## config.mk

```make
export PLATFORM = sky130hd
export DESIGN_NAME = imem_access_ctrl
export DESIGN_NICKNAME = d
export VERILOG_FILES = /design/src/rtl/imem_access_ctrl.sv
export SDC_FILE = /design/constraint.sdc
export NUM_CORES = 1
export LEC_CHECK = 0
export CAP_MARGIN = 20
export CORE_AREA = 2 2 99 101
export CTS_CLUSTER_DIAMETER = 30
export DETAILED_ROUTE_END_ITERATION = 8
export DIE_AREA = 0 0 101 103
export GPL_TIMING_DRIVEN = 1
export PLACE_DENSITY = 0.81
export REMOVE_ABC_BUFFERS = 1
export SLEW_MARGIN = 0
export SYNTH_ARGS = -nofsm -noshare
export SYNTH_HDL_FRONTEND = slang
export SYNTH_SLANG_ARGS = --single-unit
```

## constraint.sdc

```tcl
create_clock -name clk -period 6.24 [get_ports clk]
set_clock_uncertainty 0.2 [all_clocks]
set_input_delay 1.56 -clock clk [delete_from_list [all_inputs] [get_ports clk]]
set_output_delay 1.56 -clock clk [all_outputs]
set_load 0.02 [all_outputs]
```

## src/rtl/imem_access_ctrl.sv

```systemverilog
// imem_access_ctrl
//   Shares one single-port instruction memory between the IF-stage fetch port
//   (read-only) and the program-loader port (read/write). After reset the core
//   is held in BOOT, where only the loader may touch memory. A boot_done pulse
//   moves the block to RUN, where fetch has priority. A loader that has been
//   denied MAX_WAIT consecutive cycles wins the next contended cycle.
//   instr_count tracks the highest written word index + 1.
//
//   State table:
//     state  | meaning
//     S_BOOT | program load; fetch blocked, loader always granted
//     S_RUN  | normal operation; fetch priority with loader starvation bound
//
// Ports
//   clk, rst            clock, asynchronous active-low reset
//   boot_done           loader pulse: program image complete
//   f_req/f_addr        fetch request, byte address
//   f_gnt               fetch accepted (combinational)
//   f_rvalid/f_rdata    fetch read return, one cycle after grant
//   f_err               qualifies f_rvalid: address was out of range
//   l_req/l_we/l_addr/l_wdata  loader request
//   l_gnt               loader accepted (combinational)
//   l_rvalid/l_rdata    loader read return, one cycle after grant
//   mem_en/mem_we/mem_addr/mem_wdata/mem_rdata  memory port (1-cycle read)
//   running             registered, 1 while in RUN
//   instr_count         highest written word index + 1
module imem_access_ctrl #(
  parameter int DEPTH    = 1024,
  parameter int MAX_WAIT = 4,
  parameter int BOOT_EN  = 1,
  localparam int AW      = $clog2(DEPTH)
) (
  input  logic          clk,
  input  logic          rst,
  input  logic          boot_done,
  input  logic          f_req,
  input  logic [31:0]   f_addr,
  output logic          f_gnt,
  output logic          f_rvalid,
  output logic [31:0]   f_rdata,
  output logic          f_err,
  input  logic          l_req,
  input  logic          l_we,
  input  logic [31:0]   l_addr,
  input  logic [31:0]   l_wdata,
  output logic          l_gnt,
  output logic          l_rvalid,
  output logic [31:0]   l_rdata,
  output logic          mem_en,
  output logic          mem_we,
  output logic [AW-1:0] mem_addr,
  output logic [31:0]   mem_wdata,
  input  logic [31:0]   mem_rdata,
  output logic          running,
  output logic [AW:0]   instr_count
);

  localparam int WW = $clog2(MAX_WAIT + 1);

  typedef enum logic {S_BOOT, S_RUN} state_t;

  state_t        state, state_nxt;
  logic [WW-1:0] wait_cnt;
  logic          f_inr, l_inr;
  logic          f_pend, f_pend_oor;
  logic          l_pend, l_pend_oor;
  logic [AW:0]   l_wr_next;

  assign f_inr = (f_addr[31:2] < 30'(DEPTH));
  assign l_inr = (l_addr[31:2] < 30'(DEPTH));

  always_ff @(posedge clk or negedge rst) begin
    if (!rst) begin
      state <= (BOOT_EN != 0) ? S_BOOT : S_RUN;
    end else begin
      state <= state_nxt;
    end
  end

  // Grants are forced low while reset is asserted so every output reads 0.
  always_comb begin
    state_nxt = state;
    f_gnt     = 1'b0;
    l_gnt     = 1'b0;
    if (rst) begin
      case (state)
        S_BOOT: begin
          l_gnt = l_req;
          if (boot_done) state_nxt = S_RUN;
        end
        S_RUN: begin
          if (f_req && l_req) begin
            if (wait_cnt == WW'(MAX_WAIT)) l_gnt = 1'b1;
            else                           f_gnt = 1'b1;
          end else begin
            f_gnt = f_req;
            l_gnt = l_req;
          end
        end
        default: state_nxt = S_BOOT;
      endcase
    end
  end

  // Out-of-range accesses are granted but never reach the memory.
  always_comb begin
    mem_en    = 1'b0;
    mem_we    = 1'b0;
    mem_addr  = '0;
    mem_wdata = '0;
    if (f_gnt) begin
      mem_en = f_inr;
      if (f_inr) mem_addr = f_addr[AW+1:2];
    end else if (l_gnt) begin
      mem_en = l_inr;
      if (l_inr) begin
        mem_we   = l_we;
        mem_addr = l_addr[AW+1:2];
        if (l_we) mem_wdata = l_wdata;
      end
    end
  end

  assign l_wr_next = {1'b0, l_addr[AW+1:2]} + 1'b1;

  always_ff @(posedge clk or negedge rst) begin
    if (!rst) begin
      f_pend      <= 1'b0;
      f_pend_oor  <= 1'b0;
      l_pend      <= 1'b0;
      l_pend_oor  <= 1'b0;
      wait_cnt    <= '0;
      instr_count <= '0;
      running     <= 1'b0;
    end else begin
      f_pend     <= f_gnt;
      f_pend_oor <= f_gnt && !f_inr;
      l_pend     <= l_gnt && !l_we;
      l_pend_oor <= l_gnt && !l_we && !l_inr;
      running    <= (state_nxt == S_RUN);
      if (l_req && !l_gnt) begin
        if (wait_cnt != WW'(MAX_WAIT)) wait_cnt <= wait_cnt + 1'b1;
      end else begin
        wait_cnt <= '0;
      end
      if (l_gnt && l_we && l_inr && (l_wr_next > instr_count)) begin
        instr_count <= l_wr_next;
      end
    end
  end

  assign f_rvalid = f_pend;
  assign f_err    = f_pend_oor;
  assign f_rdata  = (f_pend && !f_pend_oor) ? mem_rdata : 32'h0;
  assign l_rvalid = l_pend;
  assign l_rdata  = (l_pend && !l_pend_oor) ? mem_rdata : 32'h0;

endmodule

```

# Word level (Yosys, flattened, before mapping)
# Cells that the tools add are included.
dict set report classes {
  magnitude_cmp 3
  n_mux 27
  n_eq_ne 3
  reduce_logical 16
  add_sub_neg 2
  n_bitwise 1
}
# cell n
set op_table {}
lappend op_table {{32-bit 2-to-1 mux} 6}
lappend op_table {{30-bit by 11-bit < comparator with 1-bit output, second input constant} 2}
lappend op_table {{10-bit 2-to-1 mux} 4}
lappend op_table {{1-bit 2-to-1 mux} 14}
lappend op_table {{10-bit by 1-bit adder with 11-bit output, second input constant} 1}
lappend op_table {{11-bit greater-than comparator} 1}
lappend op_table {{1-bit logical AND} 10}
lappend op_table {{1-bit logical NOT} 6}
lappend op_table {{3-bit 2-to-1 mux} 2}
lappend op_table {{3-bit by 1-bit adder with 3-bit output, second input constant} 1}
lappend op_table {{3-bit equality test, second input constant} 1}
lappend op_table {{3-bit != test, second input constant} 1}
lappend op_table {{2-bit by 1-bit != test with 1-bit output, second input constant} 1}
lappend op_table {{1-bit one-hot mux with 2 select lines} 1}
lappend op_table {{1-bit inverter} 1}
dict set report totals {
  elab_cells 59
  regBits 19
}

# Logic depth before layout (Yosys ltp)
dict set report logic_depth {
  ltp_word 8
  ltp_mapped 11
  depth_no_buf 10
}

# Worst setup path before layout
# OpenSTA, ideal clock, no wires.
dict set report synth_timing {
  kind {input port to output port}
  start {in rst}
  end {out mem_addr[0]}
  t_arrival_ps 2876
  required_time_ps 4480
  slack_ps 1604
  stages 5
  path_buffers 1
  cell_sequence {nand3_1 a31oi_1 and2_1 clkbuf_1 a22o_1}
}
dict set report synth_via {
  elab_cells_between_ends 4
  classes_between {4 x mux}
}
# item line_no
set synth_rtl {}
lappend synth_rtl {{start, declared} 34} ;# input logic rst,
lappend synth_rtl {{1-bit 2-to-1 mux} 85} ;# if (rst) begin
lappend synth_rtl {{via f_gnt} 38} ;# output logic f_gnt,
lappend synth_rtl {{10-bit 2-to-1 mux} 111} ;# if (f_gnt) begin
lappend synth_rtl {{end, declared} 51} ;# output logic [AW-1:0] mem_addr,
# The timed path passes the listed nets, and every way through them passes these cells.

# Worst setup path after layout
dict set report layout_timing {
  start {in rst}
  end {out mem_addr[4]}
}
dict set report layout_via {
  elab_chain_cells 3
  elab_cells_between_ends 4
  classes_between {4 x mux}
}
# item line_no
set layout_rtl {}
lappend layout_rtl {{1-bit 2-to-1 mux} 85}
lappend layout_rtl {{10-bit 2-to-1 mux} 114} ;# end else if (l_gnt) begin
lappend layout_rtl {{10-bit 2-to-1 mux (*)} 111}
# Mark *: on every way between the ends. The rest lies on a longest branch, timed or not.

==> metrics.cfg <==
[drt]
drt_iter0_drc = 34
wl_mm = 8.919
drc = 0
ant_nets = 0
drt_first_pass_iters = 4
vias = 2697
vias_per_cell = 4.371
wl_per_cell_um = 14.46

[run]
cap_violations = 0

[synth]
syn_area_um2 = 2088
async_flop_share = 1.000
syn-instance-count = 252
synth_flop_cell = dfrtp_1
ys_types = 34
synth-edff-count = 0
syn_area_per_cell_um2 = 8.287
yosysWarnings = 0
yosysSeqAreaShare = 0.2277
ys_ff_latch = 19

[timing]
maxSlewHeadroom = 0.6767
worst_slew_pin_slew_ns = 0.4850
min_period_over_period = 0.9170
report.final.slew_viol_count = 0
setup_viol = 0
finalHoldViolCount = 0
rsz0062_at_grt = no
fmaxAchievable_ghz = 0.1748
period_minus_slack_ns = 5.722
fin_setup_tns_ns = 0

[finish]
syn_to_final_growth_pct = 129.1
nets = 650
drive_gt1_frac = 0.04591
final_cells = 617
final_cell_mix = clkdlybuf4s50_1, and2_1, dfrtp_1, inv_1, ha_1
final_common_cell = clkdlybuf4s50_1
nFillCells = 880

[die]
start_util = 0.2208
io_pins = 259
die_area_um2 = 10400
num_rows = 36
die_h_um = 103
fp.coreArea_um2 = 9459
die_width_um = 101

[outcome]
status = completed

[global_routing]
gr-usage-met2 = 0.3282
grt_pass1_vias = 2662
busiest_layer = met2
gr-total-overflow = 0
grt_usage = 0.1595
use_met3 = 0.04407
grt_pass1_wl_mm = 12.91
antenna_found_initial = 2
gr-usage-met1 = 0.1496
grt_max_degree = 35

[clock_tree]
cts_setup_buffers = 0
clkLatencyLatePin_ns = 0.26
cts_tree = yes
clkSinkCount = 19
cts_made_buffers = 3
cts_buffer_depth = 2
h-tree-depth = 1
hold_buffers = 0
cts.clk_slew.worst_paths_ns = 0.08
cts_root_buffer = clkbuf_8
ctsResizeCount = 0

[placed_design]
dp_cells = 611
portBuffers = 254
hpwl_mm = 7.957
gp_congestion = 0.7731

[pwr]
ir_drop_mv = 0.06702
power_leakage_nw = 1.894
power_density_nw_per_um2 = 81.93

[worst_setup_path]
required_ns = 4.48
start_kind = input pin
worstSetupEndpointType = output port
cp_max_fo = 11
worstPathArrival_ns = 3.96
path_class = in2out

[min_path]
holdCritPathClass = reg2reg

metrics by stage:
step | instance area [um^2] | hold WS, ns | utilization | worst slack [ns] | power (mW)
CTS | 4780 | 0.3424 | 0.5053 | 0.4588 | 0.3974
floorplan | 2018 | 0.3362 | - | 1.477 | 0.1830
detailed placement | 4733 | 0.3206 | 0.5004 | 0.4777 | 0.3099
global placement | 4733 | 0.3156 | 0.5004 | 0.5009 | 0.3052
finish | 4785 | 0.3387 | 0.5058 | 0.5180 | 0.3920
global route | 4785 | 0.3599 | 0.5058 | 0.3063 | 0.4148
kinds of logic after synthesis:
| logic type | synth area share |
|---|---|
| xor+xnor | 0.03774 |
| mux | 0.07490 |
| simple gates | 0.4170 |
| flops | 0.2277 |
| compound gates | 0.09646 |
| buf+inv | 0.06231 |
| fa+ha+maj | 0.08388 |
synth_stat cells (3+ instances only):
cell type	instances	share of area
a21oi_1	4	0.0096
a22o_1	10	0.042
and2_1	97	0.29
and3_1	4	0.012
clkbuf_1	10	0.018
dfrtp_1	19	0.23
ha_1	14	0.084
inv_1	15	0.027
mux2_4	9	0.065
nand2_1	7	0.013
nand3_1	7	0.017
nand4_1	4	0.012
nor2_1	7	0.013
nor2b_1	3	0.0090
nor3_1	3	0.0072
nor4_1	10	0.030
xnor2_1	5	0.021
xor2_1	4	0.017
flip-flops by register name (all words and copies together) (netlist names):
| name | flops |
|---|---|
| l_pend_oor | 1 |
| instr_count | 11 |
| wait_cnt | 3 |
| l_rvalid | 1 |
| running | 1 |
| f_err | 1 |
| f_rvalid | 1 |
path summary, 6_finish.rpt:
path | start | endpoint | slack (ns) | depth (start not counted)
setup / recovery | rst | mem_addr[4] | 0.52 | 6
hold / removal | instr_count[2] | instr_count[2] | 0.34 | 1
setup reg to reg | wait_cnt[0] | instr_count[8] | 3.58 | 9
hold reg to reg | instr_count[2] | instr_count[2] | 0.34 | 1
max in group asynchronous | rst | f_err | 3.93 | 2
min in group asynchronous | rst | wait_cnt[1] | 1.38 | 1
area by class of cell:
type | count | area [um^2] | share of cell area
Tap cell | 114 | 142.6 | 0.02981
Sequential cell | 19 | 475.5 | 0.09937
Multi-Input combinational cell | 204 | 1483 | 0.3099
Timing Repair Buffer | 258 | 2572 | 0.5377
Clock buffer | 3 | 41.29 | 0.008630
Antenna cell | 2 | 5.005 | 0.001046
Inverter | 16 | 60.06 | 0.01255
Clock inverter | 1 | 5.005 | 0.001046
power by group:
part / internal, mW / switching (mW)
Clock: 0.0444 / 0.0414
Sequential: 0.126 / 0.00230
Combinational: 0.113 / 0.0648
worst max-delay path: stages:
cell             delay (ns)
clkdlybuf4s50_1        0.68
nand3_1                0.12
a31oi_1                0.26
and2_1                 0.48
a22o_1                 0.22
clkdlybuf4s50_1        0.63
metal layers:
| layer | vias up | part of all wire |
|---|---|---|
| li1 | 1346 | - |
| met1 | 1189 | 0.34 |
| met2 | 156 | 0.55 |
| met3 | 6 | 0.10 |
| met4 | 0 | 0.010 |
| met5 | - | 0 |
(Power assumes the default switching activity.)
